## config.mk

```make
export PLATFORM = sky130hd
export DESIGN_NAME = wb_prog_loader
export DESIGN_NICKNAME = d
export VERILOG_FILES = /design/src/rtl/wb_prog_loader.sv
export SDC_FILE = /design/constraint.sdc
export NUM_CORES = 1
export LEC_CHECK = 0
export CAP_MARGIN = 5
export CORE_MARGIN = 1
export CORE_UTILIZATION = 42
export CTS_CLUSTER_DIAMETER = 200
export CTS_CLUSTER_SIZE = 28
export DETAILED_ROUTE_END_ITERATION = 8
export GPL_ROUTABILITY_DRIVEN = 0
export MAX_ROUTING_LAYER = met4
export PLACE_DENSITY_LB_ADDON = 0.1
export REMOVE_ABC_BUFFERS = 1
export SYNTH_ARGS = -nofsm -noshare
export SYNTH_HDL_FRONTEND = slang
export SYNTH_SLANG_ARGS = --single-unit
```

## constraint.sdc

```tcl
create_clock -name wb_clk_i -period 4.2 [get_ports wb_clk_i]
set_input_delay 1.05 -clock wb_clk_i [delete_from_list [all_inputs] [get_ports wb_clk_i]]
set_output_delay 1.05 -clock wb_clk_i [all_outputs]
set_load 0.05 [all_outputs]
```

## src/rtl/wb_prog_loader.sv

```systemverilog
// Wishbone classic slave that loads, reads back and controls the MCU core array's
// instruction memories: one-cycle write strobes, 1-cycle-latency reads, control regs.
module wb_prog_loader #(
    parameter int          CORES       = 4,
    parameter int          LOG_CORES   = 2,
    parameter int          PC_WIDTH    = 6,
    parameter int          INSTR_WIDTH = 32,
    parameter int          WB_WIDTH    = 32,
    parameter logic [31:0] BASE_ADDR   = 32'h3000_0000
) (
    input  logic                   wb_clk_i,
    input  logic                   wb_rst_i,
    input  logic                   wbs_stb_i,
    input  logic                   wbs_cyc_i,
    input  logic                   wbs_we_i,
    input  logic [3:0]             wbs_sel_i,
    input  logic [WB_WIDTH-1:0]    wbs_dat_i,
    input  logic [31:0]            wbs_adr_i,
    output logic                   wbs_ack_o,
    output logic [WB_WIDTH-1:0]    wbs_dat_o,
    output logic [CORES-1:0]       prog_we,
    output logic [PC_WIDTH-1:0]    prog_addr,
    output logic [INSTR_WIDTH-1:0] prog_data,
    output logic                   prog_rd_en,
    output logic [LOG_CORES-1:0]   prog_rd_core,
    input  logic [INSTR_WIDTH-1:0] prog_rd_data,
    output logic [CORES-1:0]       core_en,
    output logic [CORES-1:0]       core_rst,
    input  logic [CORES-1:0]       core_halted
);

    typedef enum logic [1:0] {IDLE, RD_WAIT, RD_CAP, ACK} state_t;

    state_t                 r_state;
    logic                   r_ack;
    logic [WB_WIDTH-1:0]    r_dat;
    logic [CORES-1:0]       r_prog_we;
    logic [PC_WIDTH-1:0]    r_prog_addr;
    logic [INSTR_WIDTH-1:0] r_prog_data;
    logic                   r_rd_en;
    logic [LOG_CORES-1:0]   r_rd_core;
    logic                   r_rd_valid;
    logic [CORES-1:0]       r_core_en;
    logic [CORES-1:0]       r_core_rst;

    logic                   w_req;
    logic                   w_ctrl;
    logic                   w_full_word;
    logic [PC_WIDTH-1:0]    w_pc;
    logic [LOG_CORES-1:0]   w_core;
    logic                   w_core_valid;
    logic [1:0]             w_offset;
    logic [WB_WIDTH-1:0]    w_ctrl_rdata;
    logic                   w_unused;

    assign w_req        = wbs_stb_i && wbs_cyc_i && (wbs_adr_i[31:16] == BASE_ADDR[31:16]);
    assign w_ctrl       = wbs_adr_i[12];
    assign w_full_word  = (wbs_sel_i == 4'hF);
    assign w_pc         = wbs_adr_i[2 +: PC_WIDTH];
    assign w_core       = wbs_adr_i[2 + PC_WIDTH +: LOG_CORES];
    assign w_core_valid = (32'(w_core) < CORES);
    assign w_offset     = wbs_adr_i[3:2];
    assign w_unused     = &{1'b0, wbs_adr_i, wbs_dat_i};

    always_comb begin
        w_ctrl_rdata = '0;
        case (w_offset)
            2'd0:    w_ctrl_rdata = WB_WIDTH'(r_core_en);
            2'd2:    w_ctrl_rdata = WB_WIDTH'(core_halted);
            default: w_ctrl_rdata = '0;
        endcase
    end

    always_ff @(posedge wb_clk_i) begin
        if (wb_rst_i) begin
            r_state     <= IDLE;
            r_ack       <= 1'b0;
            r_dat       <= '0;
            r_prog_we   <= '0;
            r_prog_addr <= '0;
            r_prog_data <= '0;
            r_rd_en     <= 1'b0;
            r_rd_core   <= '0;
            r_rd_valid  <= 1'b0;
            r_core_en   <= '0;
            r_core_rst  <= '0;
        end else begin
            // Strobes and ack are single-cycle pulses unless re-armed below.
            r_ack      <= 1'b0;
            r_prog_we  <= '0;
            r_rd_en    <= 1'b0;
            r_core_rst <= '0;
            case (r_state)
                IDLE: begin
                    if (w_req) begin
                        if (wbs_we_i) begin
                            r_ack   <= 1'b1;
                            r_dat   <= '0;
                            r_state <= ACK;
                            if (w_full_word) begin
                                if (!w_ctrl) begin
                                    if (w_core_valid) begin
                                        r_prog_we   <= CORES'(1) << w_core;
                                        r_prog_addr <= w_pc;
                                        r_prog_data <= wbs_dat_i[INSTR_WIDTH-1:0];
                                    end
                                end else if (w_offset == 2'd0) begin
                                    r_core_en <= wbs_dat_i[CORES-1:0];
                                end else if (w_offset == 2'd1) begin
                                    r_core_rst <= wbs_dat_i[CORES-1:0];
                                end
                            end
                        end else if (w_ctrl) begin
                            r_ack   <= 1'b1;
                            r_dat   <= w_ctrl_rdata;
                            r_state <= ACK;
                        end else begin
                            r_rd_en     <= 1'b1;
                            r_rd_core   <= w_core;
                            r_prog_addr <= w_pc;
                            r_rd_valid  <= w_core_valid;
                            r_state     <= RD_WAIT;
                        end
                    end
                end
                RD_WAIT: r_state <= RD_CAP;
                RD_CAP: begin
                    // A master that dropped cyc has abandoned the read: no ack.
                    if (wbs_cyc_i) begin
                        r_ack   <= 1'b1;
                        r_dat   <= r_rd_valid ? WB_WIDTH'(prog_rd_data) : '0;
                        r_state <= ACK;
                    end else begin
                        r_state <= IDLE;
                    end
                end
                default: r_state <= IDLE;
            endcase
        end
    end

    assign wbs_ack_o    = r_ack;
    assign wbs_dat_o    = r_dat;
    assign prog_we      = r_prog_we;
    assign prog_addr    = r_prog_addr;
    assign prog_data    = r_prog_data;
    assign prog_rd_en   = r_rd_en;
    assign prog_rd_core = r_rd_core;
    assign core_en      = r_core_en;
    assign core_rst     = r_core_rst;

endmodule

```

==> key figures, run 1 <==
Route
  • Drt pass-1 iters: 4
  • Drc violations: 0
  • Final ANT Viol Nets: 0
  • Via density per instance: 4.931
  • Wire length per cell: between 10 and 15 um
  • Vias: about 3200
  • DRT iter0 DRCs: 116
  • Aggregate routed wire length: 9250 um

Final layout
  • Nets: 641
  • Layout cells sized above 1: 7.263%
  • Inserted Diodes: 0
  • Final Util: 69.51%
  • P&R area growth vs syn: 60.46%
  • Final Non-Filler Cells: 642

Yosys
  • Synth top area share: 50.05%
  • Avg Inst Size Synth: 10.20 um2
  • Top cells by area, synth: dfxtp_1, mux2i_1, nor2_1, nand2b_1, nand2_1
  • FF+latch count, synth: 89
  • Commonest cells post-synth: dfxtp_1, mux2i_1, nor2_1, nand2_1, nand2b_1
  • EDFF count, synth: 0
  • Syn. warnings: 0
  • Async SR Flop Fraction: 0%
  • Ys flop type: dfxtp_1
  • Leading cell type by number of instances after synthesis: dfxtp_1
  • Syn Inst Count: 349
  • Mapped Area: 0.003560 mm2
  • Part of the Yosys area used for sequential elements: between 50% and 60%
  • Synth unique cells: 32
  • Largest area contributor in the netlist: dfxtp_1

Setup path
  • Levels on crit path: 7
  • Path depth of the worst reg2reg path: 6
  • Critical Path RT: between 4 and 5 ns
  • Sequence of cells on the critical path: clkdlybuf4s50_1 > nor4_1 > nand3_2 > nor4_4 > buf_4 > mux2i_1 > nor2_1
  • Startpoint types: input port
  • Reg2reg start: r_state[1]
  • Worst Setup End Kind: flip-flop
  • Crit path launch: wbs_adr_i[17]
  • Setup slack, reg-to-reg: 2.21 ns
  • CP Max Fanout: 32
  • Critical path type: in -> reg
  • Reg-to-reg endpoint: prog_data[18]
  • Worst path bufs/invs: 2
  • Largest stage delay, worst path: around 0.48 ns
  • CP arrival: approximately 3.2 ns
  • Delay-heaviest family, CP: simple AND/OR/NAND/NOR gates
  • Worst path slowest cell: buf_4

Clock tree
  • Num CTS Buffers: 9
  • Clock Tree Buf Depth: 2
  • # hold bufs at CTS: 0
  • CTS Root Cell: clkbuf_8
  • Post-CTS sizing: 0
  • H-tree depth: 3
  • Sink Count: 89
  • Clock transition at path regs: 0.08 ns
  • CTS tree: done
  • Clk Latency, worst-skew pair: 0.35 ns
  • Setup Buffers After CTS: 0

Hold path
  • Hold Crit Depth: 2
  • Hold_sp: wbs_dat_o[8]
  • Hold Path Class: reg -> reg
  • Hold Crit Endpoint: wbs_dat_o[8]

GRT
  • Met2 Use GR: a little under two fifths
  • Met1 Track Usage GR: 24.94%
  • Vias in the first global route: 3036
  • First-pass GRT wire length: 14410 um
  • GRT Resource Usage Total: a little over a fifth
  • GR Util met3: between 4 and 5%
  • Largest net degree at the start of global routing: 55
  • Initial antenna violation count: 0
  • GR Overflow Total: 0
  • GR peak layer: met2

Floorplan
  • DIE HEIGHT: 94.06 um
  • Core footprint: 0.008217 mm2
  • Core Rows: 33
  • Die X: roughly 94 um
  • Initial Util: 43.32%
  • # IOs: 195
  • Die ar.: around 0.0088 mm2

STA
  • Period Utilization, post-route: 70.78%
  • Final Setup Violations: 0
  • Final hold viol count: 0
  • RSZ-0062 raised after global routing: false
  • Fin crit period: 2.973 ns
  • Final max-slew violation count: 0
  • TNS Setup: 0 ns
  • Worst-margin pin slew: 0.9265 ns
  • Clk_skew: 0.01014 ns
  • Fin Hold WS: 0.4799 ns
  • Slew Limit Headroom: 38.23%
  • Highest achievable clock rate: 336.4 MHz

Place
  • PortBufs: 187
  • DP Wirelength: 6738 um
  • Post-Place Cells: 626

Power and ir drop
  • Net Sw Power: 0.3477 mW
  • Tot Pwr: between 1.5 and 2 mW
  • Clock power share: 38.9%
  • Flop pwr share: 52.9%
  • Leak Pwr: 2.167 nW
  • Comb power frac: 8.2%
  • Int Power: ~1.2 mW
  • Max VDD drop: 165.9 uV
  • Pwr per Cell Area: 279.1 mW/mm2
  • Net Sw Frac: 21.81%

Run status
  • Status: complete, no violations

Job
  • Max-cap violations: 0
-- through the flow --
step / instance area [um2] / setup slack, ns
floorplan: 3470 / 0.5776
global placement: 5498 / 0.9023
detailed placement: 5498 / 0.8603
CTS: 5712 / 1.236
global route: 5712 / 1.042
finish: 5712 / 1.227
-- metal layers --
metal,up-vias,wire (um)
li1,1563,-
met1,1470,3955
met2,120,4548
met3,13,631
met4,0,114
met5,-,0
-- cell families (layout without fill, tap and decap cells) --
family	count (synthesis)	after routing	share of synthesized area (%)
and+or+nand+nor	145	145	22.21
AOI/OAI and AO/OA	16	16	3.269
muxes	76	76	21.51
DFF	89	89	50.05
buffers and inverters	23	211	2.953
-- state kept, by name, summed over array words and instances, names as in the netlist --
signal and count:
wbs_ack_o 1, prog_rd_core 2, r_state 2, prog_addr 6, core_rst 4, prog_data 32
core_en 4, prog_rd_en 1, wbs_dat_o 32, r_rd_valid 1, prog_we 4
-- how the worst max path moves through the flow --
| stage | end | slack (ns) |
|---|---|---|
| floorplan | prog_data[0] | 0.58 |
| global placement | prog_data[12] | 0.90 |
| detailed placement | prog_data[9] | 0.86 |
| CTS | prog_data[18] | 1.24 |
| global route | prog_data[18] | 1.04 |
| finish | prog_data[18] | 1.23 |
-- worst reg2reg max path: stages (launching register included) --
cell and delay, ns:
dfxtp_1 0.38, nor2_1 0.20, nand4_1 0.18, nor4_4 0.24, buf_4 0.49, mux2i_1 0.31, nor2_1 0.05
-- layout make-up --
type | count | area [um2]
Multi-Input combinational cell | 237 | 1673
Clock inverter | 5 | 62.56
Inverter | 4 | 15.01
Tap cell | 105 | 131.4
Clock buffer | 11 | 151.4
Sequential cell | 89 | 1782
Fill cell | 662 | 2505
Timing Repair Buffer | 191 | 1897
-- power by group through the flow --
stage | clock network, mW | logic [mW] | registers [mW]
3_3_place_gp | 0 | 0.129 | 0.863
4_1_cts | 0.634 | 0.131 | 0.843
6_report | 0.621 | 0.131 | 0.843
5_1_grt | 0.668 | 0.139 | 0.843
2_1_floorplan | 0 | 0.0164 | 0.863
3_5_place_dp | 0 | 0.131 | 0.863
-- placed cells by master (no fill, tap or decap), types with 2 or more instances in the layout --
| master | instances |
|---|---|
| a21oi_1 | 6 |
| nor4_4 | 3 |
| dfxtp_1 | 89 |
| nand3_2 | 2 |
| a32oi_1 | 4 |
| nand4_1 | 2 |
| a311oi_1 | 4 |
| nor3_1 | 8 |
| clkdlybuf4s50_1 | 186 |
| mux2_2 | 4 |
| nor4_1 | 2 |
| nand2b_1 | 29 |
| nor2b_1 | 3 |
| clkinvlp_4 | 2 |
| inv_1 | 4 |
| and3_1 | 4 |
| nand2_1 | 29 |
| clkbuf_8 | 11 |
| nor2_1 | 51 |
| nor3_2 | 2 |
| mux2i_1 | 72 |
| buf_4 | 4 |
(Power assumes the default switching activity.)
==> run 2, diff against run 1 <==
--- a/config.mk
+++ b/config.mk
@@ -7,7 +7,7 @@
 export LEC_CHECK = 0
 export CAP_MARGIN = 5
 export CORE_MARGIN = 1
-export CORE_UTILIZATION = 42
+export CORE_UTILIZATION = 39
 export CTS_CLUSTER_DIAMETER = 200
 export CTS_CLUSTER_SIZE = 28
 export DETAILED_ROUTE_END_ITERATION = 8
==> constraint.sdc (replaced) <==
create_clock -name wb_clk_i -period 2.9 [get_ports wb_clk_i]
set_input_delay 0.725 -clock wb_clk_i [delete_from_list [all_inputs] [get_ports wb_clk_i]]
set_output_delay 0.725 -clock wb_clk_i [all_outputs]
set_load 0.05 [all_outputs]
==> key figures, run 2 (synthesis gave the netlist of run 1 again) <==
Run status
  • Status: complete, no violations

Setup path
  • Worst path slowest cell: or4_4
  • Levels on crit path: 6 (-1)
  • Delay-heaviest family, CP: simple AND/OR/NAND/NOR gates
  • Largest stage delay, worst path: 0.52 ns (+0.04 ns)
  • Reg2reg start: r_state[1]
  • Critical Path RT: 3.17 ns (-1.23 ns)
  • Path depth of the worst reg2reg path: 4 (-2)
  • Critical path type: in -> reg
  • Worst Setup End Kind: flip-flop
  • Crit path launch: wbs_adr_i[17]
  • Startpoint types: input port
  • CP arrival: 2.83 ns (-0.35 ns)
  • CP Max Fanout: 8 (-75%)
  • Worst setup path endpoint: prog_we[3]
  • Reg-to-reg endpoint: prog_we[3]
  • Worst path bufs/invs: 1 (-1)
  • Setup slack, reg-to-reg: 1.01 ns (-1.20 ns)
  • Sequence of cells on the critical path: clkdlybuf4s50_1 > nor4_1 > nand3_2 > or3_1 > or4_4 > nor3_1

Clock tree
  • Clock transition at path regs: 0.10 ns (+0.02 ns)
  • CTS Root Cell: clkbuf_8
  • Clk Latency, worst-skew pair: 0.35 ns (about the same)
  • Setup Buffers After CTS: 0 (unchanged)
  • Clock Tree Buf Depth: 2 (unchanged)
  • Sink Count: 89 (unchanged)
  • Num CTS Buffers: 9 (unchanged)
  • H-tree depth: 3 (unchanged)
  • Post-CTS sizing: 0 (unchanged)
  • # hold bufs at CTS: 0 (unchanged)
  • CTS tree: done

STA
  • Slew Limit Headroom: 62.56% (+24 points)
  • Period Utilization, post-route: 88.38%
  • Final max-slew violation count: 0 (unchanged)
  • Highest achievable clock rate: 390.2 MHz
  • RSZ-0062 raised after global routing: false
  • Fin crit period: 2.563 ns
  • Final Setup Violations: 0 (unchanged)
  • Final WS setup: 0.3371 ns (-0.8902 ns)
  • TNS Setup: 0 ns (unchanged)
  • Final hold viol count: 0 (unchanged)
  • Clk_skew: 0.01078 ns (+0.0006416 ns)
  • Worst-margin pin slew: 0.5599 ns (-0.3666 ns)

Final layout
  • Most frequent cells in the layout: clkdlybuf4s50_1, dfxtp_1, mux2i_1
  • Layout cells sized above 1: 8.103% (+0.84 points)
  • P&R area growth vs syn: 62.60%
  • Commonest non-fill, non-tap cell in the layout: clkdlybuf4s50_1
  • Final Util: 66.05% (-3.5 points)
  • Inserted Diodes: 0 (unchanged)
  • Final instance area: 0.005788 mm2 (+1.3%)
  • Nets: 647 (+0.94%)

Floorplan
  • DIE HEIGHT: 97.54 um (+3.7%)
  • Core Rows: 34 (+3.0%)
  • Die ar.: 0.009513 mm2 (+7.5%)
  • Core footprint: 0.008763 mm2 (+6.7%)
  • # IOs: 195 (unchanged)
  • Initial Util: 40.62% (-2.7 points)
  • Die X: 97.54 um (+3.7%)

Route
  • Aggregate routed wire length: 9222 um (-0.30%)
  • Drc violations: 0 (unchanged)
  • Wire length per cell: 14.17 um (-1.7%)
  • Vias: 3147 (-0.60%)
  • Via density per instance: 4.834 (-2.0%)
  • DRT iter0 DRCs: 89 (-23%)
  • Drt pass-1 iters: 4 (unchanged)
  • Final ANT Viol Nets: 0 (unchanged)

Power and ir drop
  • Net Sw Frac: 22.06% (+0.25 points)
  • Comb power frac: 8.4% (+0.2 points)
  • Int Power: 1.787 mW (+43%)
  • Clock power share: 38.4% (-0.5 points)
  • Tot Pwr: 2.293 mW (+44%)
  • Flop pwr share: 53.2% (+0.3 points)
  • Pwr per Cell Area: 396.1 mW/mm2 (+42%)
  • Net Sw Power: 0.5057 mW (+45%)
  • Max VDD drop: 230.8 uV (+39%)
  • Leak Pwr: 2.204 nW (+1.7%)

GRT
  • Vias in the first global route: 3230 (+6.4%)
  • Initial antenna violation count: 0 (unchanged)
  • GR Overflow Total: 0 (unchanged)
  • GRT Resource Usage Total: 20.25% (-1.3 points)
  • Largest net degree at the start of global routing: 56 (+1.8%)
  • First-pass GRT wire length: 15150 um (+5.1%)

Place
  • Placed standard-cell area: 0.005584 mm2 (+1.6%)
  • PortBufs: 187 (unchanged)
  • Pre-CTS setup slack: -0.07652 ns (-0.9369 ns)
  • DP Wirelength: 6671 um (-0.99%)

Hold path
  • Hold Path Class: reg -> reg

Job
  • Max-cap violations: 0 (unchanged)
-- run 2: cell type report --
cell class	count	area [um2]
inverter	4	15.01
sequential	89	1782
fill	738	2975
clock inverter	5	62.56
multi-input combinational	237	1673
timing repair buffer	197	1979
clock buffer	11	141.4
tap	108	135.1
-- run 2: stage by stage --
step / cells / hold WS, ns
2_1_floorplan: 330 / 0.4633
3_3_place_gp: 635 / 0.4602
3_5_place_dp: 635 / 0.4695
4_1_cts: 651 / 0.4860
5_1_grt: 651 / 0.5041
6_report: 651 / 0.4794
-- run 2: metal layers --
metal / up-vias / track usage (%) / share of wire [%]
met2: 107 / 33.62 / 50
met3: 11 / 5.108 / 5.4
met5: - / - / 0
met1: 1463 / 23.77 / 43
li1: 1566 / - / -
met4: 0 / 7.127 / 1.5
-- run 2: worst min path at each step --
stage / startpoint / end / slack, ns / cells past startpoint
4_1_cts: wbs_dat_o[27] / wbs_dat_o[27] / 0.49 / 2
6_report: wbs_dat_o[25] / wbs_dat_o[25] / 0.48 / 2
2_1_floorplan: r_rd_valid / r_rd_valid / 0.46 / 2
3_3_place_gp: wbs_dat_o[25] / wbs_dat_o[25] / 0.46 / 2
3_5_place_dp: wbs_dat_o[5] / wbs_dat_o[5] / 0.47 / 2
5_1_grt: wbs_dat_o[5] / wbs_dat_o[5] / 0.50 / 2
-- run 2: worst min-delay path: stages (launching register included) --
cell and delay, ns:
dfxtp_1 0.32, nand2b_1 0.06, mux2i_1 0.06
-- run 2: power by group through the flow --
stage / registers (mW) / logic, mW / clock network, mW
after floorplan: 1.25 / 0.0237 / 0
after global placement: 1.25 / 0.191 / 0
after detailed placement: 1.25 / 0.193 / 0
after CTS: 1.22 / 0.194 / 0.905
after global routing: 1.22 / 0.205 / 0.963
final: 1.22 / 0.192 / 0.880
